File: config.mk
export PLATFORM = sky130hd
export DESIGN_NAME = powlib_swfifo
export DESIGN_NICKNAME = d
export VERILOG_FILES = /design/src/rtl/powlib_swfifo.sv
export SDC_FILE = /design/constraint.sdc
export NUM_CORES = 1
export LEC_CHECK = 0
export CAP_MARGIN = 20
export CORE_ASPECT_RATIO = 2
export CORE_MARGIN = 4
export CORE_UTILIZATION = 35
export CTS_BUF_LIST = sky130_fd_sc_hd__clkbuf_8
export DETAILED_ROUTE_END_ITERATION = 16
export SETUP_SLACK_MARGIN = 0.15
export SKIP_LAST_GASP = 1
export SLEW_MARGIN = 25
export SYNTH_ARGS = -nofsm -noshare
export SYNTH_HDL_FRONTEND = slang
export SYNTH_SLANG_ARGS = --single-unit
File: constraint.sdc
create_clock -name clk -period 7.32 [get_ports clk]
set_clock_uncertainty 0.2 [all_clocks]
set_input_delay 0.732 -clock clk [delete_from_list [all_inputs] [get_ports clk]]
set_output_delay 0.732 -clock clk [all_outputs]
set_load 0.02 [all_outputs]
File: src/rtl/powlib_swfifo.sv
// powlib_swfifo: single-clock FIFO with valid/ready handshakes on both sides.
// Any depth D >= 2 (power of two not required), first-word-fall-through read
// data, occupancy count, almost-full flag and a synchronous flush.
//
// Optional feature: define POWLIB_SWFIFO_HWM_EN to add the hwm output, the
// maximum occupancy reached since the last reset or clr.
//
// Ports:
//   clk     rising-edge clock
//   rst     asynchronous active-low reset
//   clr     synchronous flush, overrides any handshake in the same cycle
//   wrdata  write data            wrvld  write valid     wrrdy  write ready
//   rddata  read data (mem[rdptr]) rdvld  read valid      rdrdy  read ready
//   cnt     occupancy 0..D
//   afull   cnt >= AFT
//   hwm     high-water mark (POWLIB_SWFIFO_HWM_EN only)
module powlib_swfifo #(
  parameter int unsigned W    = 16,
  parameter int unsigned D    = 8,
  parameter int unsigned AFT  = D - 1,
  parameter int unsigned WIDX = $clog2(D),
  parameter int unsigned WCNT = $clog2(D + 1)
) (
  input  logic            clk,
  input  logic            rst,
  input  logic            clr,
  input  logic [W-1:0]    wrdata,
  input  logic            wrvld,
  output logic            wrrdy,
  output logic [W-1:0]    rddata,
  output logic            rdvld,
  input  logic            rdrdy,
  output logic [WCNT-1:0] cnt,
  output logic            afull
`ifdef POWLIB_SWFIFO_HWM_EN
  ,
  output logic [WCNT-1:0] hwm
`endif
);

  logic [W-1:0]    r_mem [D];
  logic [WIDX-1:0] r_wrptr;
  logic [WIDX-1:0] r_rdptr;
  logic [WCNT-1:0] r_cnt;
  logic [WIDX-1:0] w_wrptr_d;
  logic [WIDX-1:0] w_rdptr_d;
  logic [WCNT-1:0] w_cnt_d;
  logic            w_not_full;
  logic            w_not_empty;
  logic            w_wr_en;
  logic            w_rd_en;

  // Flags decode only from the registered count, never from wrvld/rdrdy.
  assign w_not_full  = (r_cnt != WCNT'(D));
  assign w_not_empty = (r_cnt != '0);

  assign wrrdy  = rst && w_not_full;
  assign rdvld  = w_not_empty;
  assign afull  = (r_cnt >= WCNT'(AFT));
  assign cnt    = r_cnt;
  assign rddata = r_mem[r_rdptr];

  // During reset cnt is held at 0 by the async clear, so gating on rst is not
  // needed for the state update.
  assign w_wr_en = wrvld && w_not_full && !clr;
  assign w_rd_en = rdrdy && w_not_empty && !clr;

  always_comb begin
    w_wrptr_d = r_wrptr;
    w_rdptr_d = r_rdptr;
    w_cnt_d   = r_cnt;
    if (clr) begin
      w_wrptr_d = '0;
      w_rdptr_d = '0;
      w_cnt_d   = '0;
    end else begin
      // Explicit wrap at D-1 keeps non-power-of-two depths correct.
      if (w_wr_en) begin
        w_wrptr_d = (r_wrptr == WIDX'(D - 1)) ? '0 : r_wrptr + WIDX'(1);
      end
      if (w_rd_en) begin
        w_rdptr_d = (r_rdptr == WIDX'(D - 1)) ? '0 : r_rdptr + WIDX'(1);
      end
      if (w_wr_en && !w_rd_en) begin
        w_cnt_d = r_cnt + WCNT'(1);
      end else if (w_rd_en && !w_wr_en) begin
        w_cnt_d = r_cnt - WCNT'(1);
      end
    end
  end

  always_ff @(posedge clk or negedge rst) begin
    if (!rst) begin
      r_wrptr <= '0;
      r_rdptr <= '0;
      r_cnt   <= '0;
    end else begin
      r_wrptr <= w_wrptr_d;
      r_rdptr <= w_rdptr_d;
      r_cnt   <= w_cnt_d;
    end
  end

  // Storage is not reset so it can map onto distributed RAM.
  always_ff @(posedge clk) begin
    if (w_wr_en) begin
      r_mem[r_wrptr] <= wrdata;
    end
  end

`ifdef POWLIB_SWFIFO_HWM_EN
  logic [WCNT-1:0] r_hwm;
  logic [WCNT-1:0] w_hwm_d;

  // Compare against next-cycle count so hwm tracks cnt in its peak cycle.
  always_comb begin
    w_hwm_d = r_hwm;
    if (clr) begin
      w_hwm_d = '0;
    end else if (w_cnt_d > r_hwm) begin
      w_hwm_d = w_cnt_d;
    end
  end

  always_ff @(posedge clk or negedge rst) begin
    if (!rst) begin
      r_hwm <= '0;
    end else begin
      r_hwm <= w_hwm_d;
    end
  end

  assign hwm = r_hwm;
`endif

endmodule

# After elaboration in Yosys (flattened, before gate mapping)
# Memory sizes are Yosys's and may differ from the RTL's.
# Cells that the tools add are included.
op_classes:
  add_sub_neg: 4
  n_lt_le_gt_ge: 1
  eq_ne: 3
  n_mux: 11
  reduce_logical: 14
op_table:
  columns: ["cell", "n"]
  rows:
  - ["3-bit two-way mux", 6]
  - ["4-bit two-way mux", 3]
  - ["1-bit logical AND", 7]
  - ["3-bit by 1-bit adder with 3-bit output (second input constant)", 2]
  - ["3-bit == test (second input constant)", 2]
  - ["4-bit by 1-bit adder with 4-bit output (second input constant)", 1]
  - ["4-bit by 3-bit >= comparator with 1-bit output (second input constant)", 1]
  - ["4-bit inequality test (second input constant)", 1]
  - ["2-bit nonzero test", 2]
  - ["4-bit nonzero test", 1]
  - ["4-bit by 1-bit subtractor with 4-bit output (second input constant)", 1]
  - ["1-bit logical NOT", 3]
  - ["3-bit nonzero test", 1]
  - ["1-bit two-way mux", 2]
totals:
  ff_bits: 10
  mem_bits_rw: 128
  inputBits: 21
  output_inout_bits: 23
  wordCells: 37
  mem_count: 1
memory_table:
  columns: ["name", "words", "width", "read_ports", "rd_ports_with_merged_regs", "write_ports", "line_no", "text"]
  rows:
  - ["r_mem", 8, 16, 1, 0, 1, "41", "logic [W-1:0] r_mem [D];"]

# Longest topological paths before layout
depth:
  word_depth: 8
  ltp_mapped: 9
  mapped_depth_nobuf: 8

# Least setup slack after synthesis
# Ideal clock, no wire load.
synth_path:
  kind: "reg-to-reg"
  from: "register r_cnt[1] (netlist: cnt[1])"
  to: "memory r_mem[0][0] (enable)"
  setup_time_ps: 430
  arrival_time_ps: 2638
  t_required_ps: 6690
  path_slack_ps: 4052
  path_stages_with_launch: 6
  path_buffers: 2
  period_less_slack_ps: 3268
  path_cell_list: "dfrtp_1 > buf_2 > or4b_1 > buf_2 > nand2_1 > nor4_1"
synth_via:
  elab_chain_len: 5
synth_rtl:
  columns: ["element", "line_no", "text"]
  rows:
  - ["from (decl)", "44", "logic [WCNT-1:0] r_cnt;"]
  - ["from (signal assigned)", "100", "r_cnt <= w_cnt_d;"]
  - ["4-bit inequality test", "54", "assign w_not_full = (r_cnt != WCNT'(D));"]
  - ["1-bit logical AND (2 in series)", "65", "assign w_wr_en = wrvld && w_not_full && !clr;"]
  - ["1-bit two-way mux", "106", "if (w_wr_en) begin"]
  - ["1-bit two-way mux (not written as such)", "107", "r_mem[r_wrptr] <= wrdata;"]
  - ["to (decl)", "41", null]
# Every way passes these cells.

# Final worst setup path
layout_path:
  from: "register r_rdptr[0]"
  to: "output rddata[9]"
layout_via:
  elab_chain_len: 1
layout_rtl:
  columns: ["element", "line_no", "text"]
  rows:
  - ["from (decl)", "43", "logic [WIDX-1:0] r_rdptr;"]
  - ["from (signal assigned)", "99", "r_rdptr <= w_rdptr_d;"]
  - ["memory read 8 x 16 bit", null, null]
  - ["to (decl)", "30", "output logic [W-1:0] rddata,"]
# Every way passes these cells.

==> results_dict.tcl <==
set metrics [dict create \
    avgSynthCellArea_um2 20.3 \
    route.detailed.drc 0 \
    synth.area.top_cells "edfxtp_1 69%, mux4_2 13%, dfrtp_1 4.5%" \
    cts.repair.resized 0 \
    cp-start-kind "register" \
    cts_tree "built" \
    total_power_w 0.00218 \
    multi_input_area_um2 1430 \
    dpl_cell_area_um2 6290 \
    grt_max_degree 35 \
    num_antenna_cells 0 \
    dieHeight_um 186 \
    synth_async_sr_flop_share 0.0725 \
    yosysWarnings 0 \
    drt-wirelength-per-cell_um 19.5 \
    nets 359 \
    ant_nets 0 \
    port_buffers 43 \
    crit_path_top_delay_cell "dfrtp_2" \
    clk_latency_ns 0.43 \
    cap_violations 0 \
    max-slew-margin-rel 0.326 \
    drt-initial-drc-count 136 \
    crit_family "buffers and inverters" \
    status "finished clean" \
    stdcell_area_um2 6720 \
    dr.pass1.iters 4 \
    netlist_instances 274 \
    cts_buffers 17 \
    core_um2 15700 \
    period_minus_slack_ns 3.94 \
    worst_slack_ns 3.38 \
    h-tree-depth 4 \
    p_leak_nw 2.14 \
    yosys.area_share.simple 0.0377 \
    dp_slack_ns 3.76 \
    ys.flop_type "edfxtp_1" \
    grt_pass1_wl_um 16700 \
    synth_compound_area_frac 0.0263 \
    fin_crit_sh 0.538 \
    cts.reportedPaths.clkPinSlew_ns 0.08 \
    num-fill-cells 1338 \
    final_cell_mix "128 x edfxtp_1, 43 x clkdlybuf4s50_1, 32 x mux4_2" \
    arrival_ns 3.01 \
    synth_top_family_by_area "multiplexers" \
    layout_commonest_cell "edfxtp_1" \
    post_synth_mux_area_share 0.165 \
    vias_per_cell 4.97 \
    setup_tns_ns 0 \
    drt_wl_total_um 10600 \
    regArea_um2 4100 \
    cts_buffer_depth 2 \
    dp_hpwl_um 6880 \
    setup_viol_count_final 0 \
    max_stage_delay_ns 0.69 \
    clock-sinks 138 \
    die_w_um 97.2 \
    antenna_found_initial 0 \
    postCtsHoldBufs 0 \
    hold_viol 0 \
    post_cts_buffers 0 \
    worstHoldPathType "in2async" \
    synth_xor_area_frac 0.00471 \
    placement_rows 65 \
    fp.dieArea_um2 18100 \
    gp_congestion 0.799 \
    synth-edff-count 128 \
    tightest_slew_ns 1.01 \
    ys_seq_elements 138 \
    grt-ovfl-total 0 \
    crit_chain "buf_4, mux4_2, mux2_2, clkdlybuf4s50_1" \
    cp-end-kind "primary output" \
    yosys.area_share.adder 0.0171 \
    ios 44 \
    cp.buffers_inverters 2 \
    syn_nets 302 \
    ir_worst_vdd_v 0.000193 \
    slew_viol_final 0 \
    synth.top_cell.area_share 0.689 \
    root_buffer "clkbuf_8" \
    grt_usage 0.123 \
    drive_above_1_share 0.288 \
    powerDensity_nw_per_um2 325 \
    synth.distinct_cells 38 \
    grt_pass1_vias 2971 \
    cp_data_required_time_ns 6.39 \
    netlist_area_um2 5580 \
    num_vias 2708 \
    area_delta_synth_final_pct 20.6 \
    rsz0062_at_grt "false" \
    yosysTopAreaCell "edfxtp_1" \
    max_freq_mhz 254 \
    critPathKind "reg2out" \
    ys_seq_area_frac 0.734 \
    start_util 0.355 \
    crit_fanout 20 \
]
sequential cells by signal (all words and copies together), names as in the netlist:
name / cells
cnt: 4
r_mem: 128
r_rdptr: 3
r_wrptr: 3
metal layers:
| layer | up-vias | part of all wire | GRT usage |
|---|---|---|---|
| li1 | 1238 | - | - |
| met5 | - | 0 | 0 |
| met4 | 0 | 0.016 | 0.0464 |
| met1 | 1407 | 0.39 | 0.138 |
| met3 | 12 | 0.025 | 0.0288 |
| met2 | 51 | 0.57 | 0.226 |
power by group:
group	internal, W	switching (W)
combinational	0.000317	0.000240
sequential	0.000893	0.0000767
clock	0.000371	0.000285
total	0.00158	0.000602
layout make-up:
cell class / instances / area share
inverter: 3 / 0.00168
timing repair buffer: 53 / 0.0752
clock inverter: 15 / 0.0294
clock buffer: 17 / 0.0348
multi-input combinational: 118 / 0.212
tap: 201 / 0.0374
sequential: 138 / 0.609
per-stage QoR:
| step | hold WS (ns) | util | cells |
|---|---|---|---|
| floorplan | 0.236 | - | 274 |
| global placement | 0.427 | 0.401 | 513 |
| detailed placement | 0.445 | 0.401 | 513 |
| CTS | 0.418 | 0.428 | 545 |
| global route | 0.430 | 0.428 | 545 |
| finish | 0.420 | 0.428 | 545 |
cells in the mapped netlist (all sizes together) (3+ instances only):
cell type    n
a21oi        7
buf          8
clkbuf       7
dfrtp       10
edfxtp     128
ha           6
inv          3
mux2        16
mux4        32
nand2       12
nand2b       4
nor2         8
nor3         5
xnor2        3
worst reg2reg max path, delay by kind of cell, from the launching register on:
| family | cells | cell delay (ns) |
|---|---|---|
| AO/OA/AOI/OAI | 5 | 1.41 |
| flip-flops | 1 | 0.51 |
| adder cells (fa/ha/maj) | 1 | 0.31 |
| AND/OR/NAND/NOR | 1 | 0.20 |
final timing paths:
| check | start | endpoint | slack [ns] | cells past startpoint |
|---|---|---|---|---|
| min in group clk | r_wrptr[1] | r_wrptr[1] | 0.45 | 2 |
| setup reg to reg | cnt[3] | cnt[3] | 4.57 | 7 |
| setup / recovery | r_rdptr[0] | rddata[9] | 3.38 | 4 |
| hold / removal | rst | r_wrptr[0] | 0.42 | 1 |
| hold reg to reg | r_wrptr[1] | r_wrptr[1] | 0.45 | 2 |
| max in group asynchronous | rst | r_rdptr[1] | 6.16 | 1 |
cell families after synthesis:
kind of cell,after synthesis
DFF,138
muxes,50
and+or+nand+nor,41
buffers and inverters,18
AOI/OAI and AO/OA,17
adders and majority gates,7
xor gates and xnor gates,3
(Power assumes the default switching activity.)
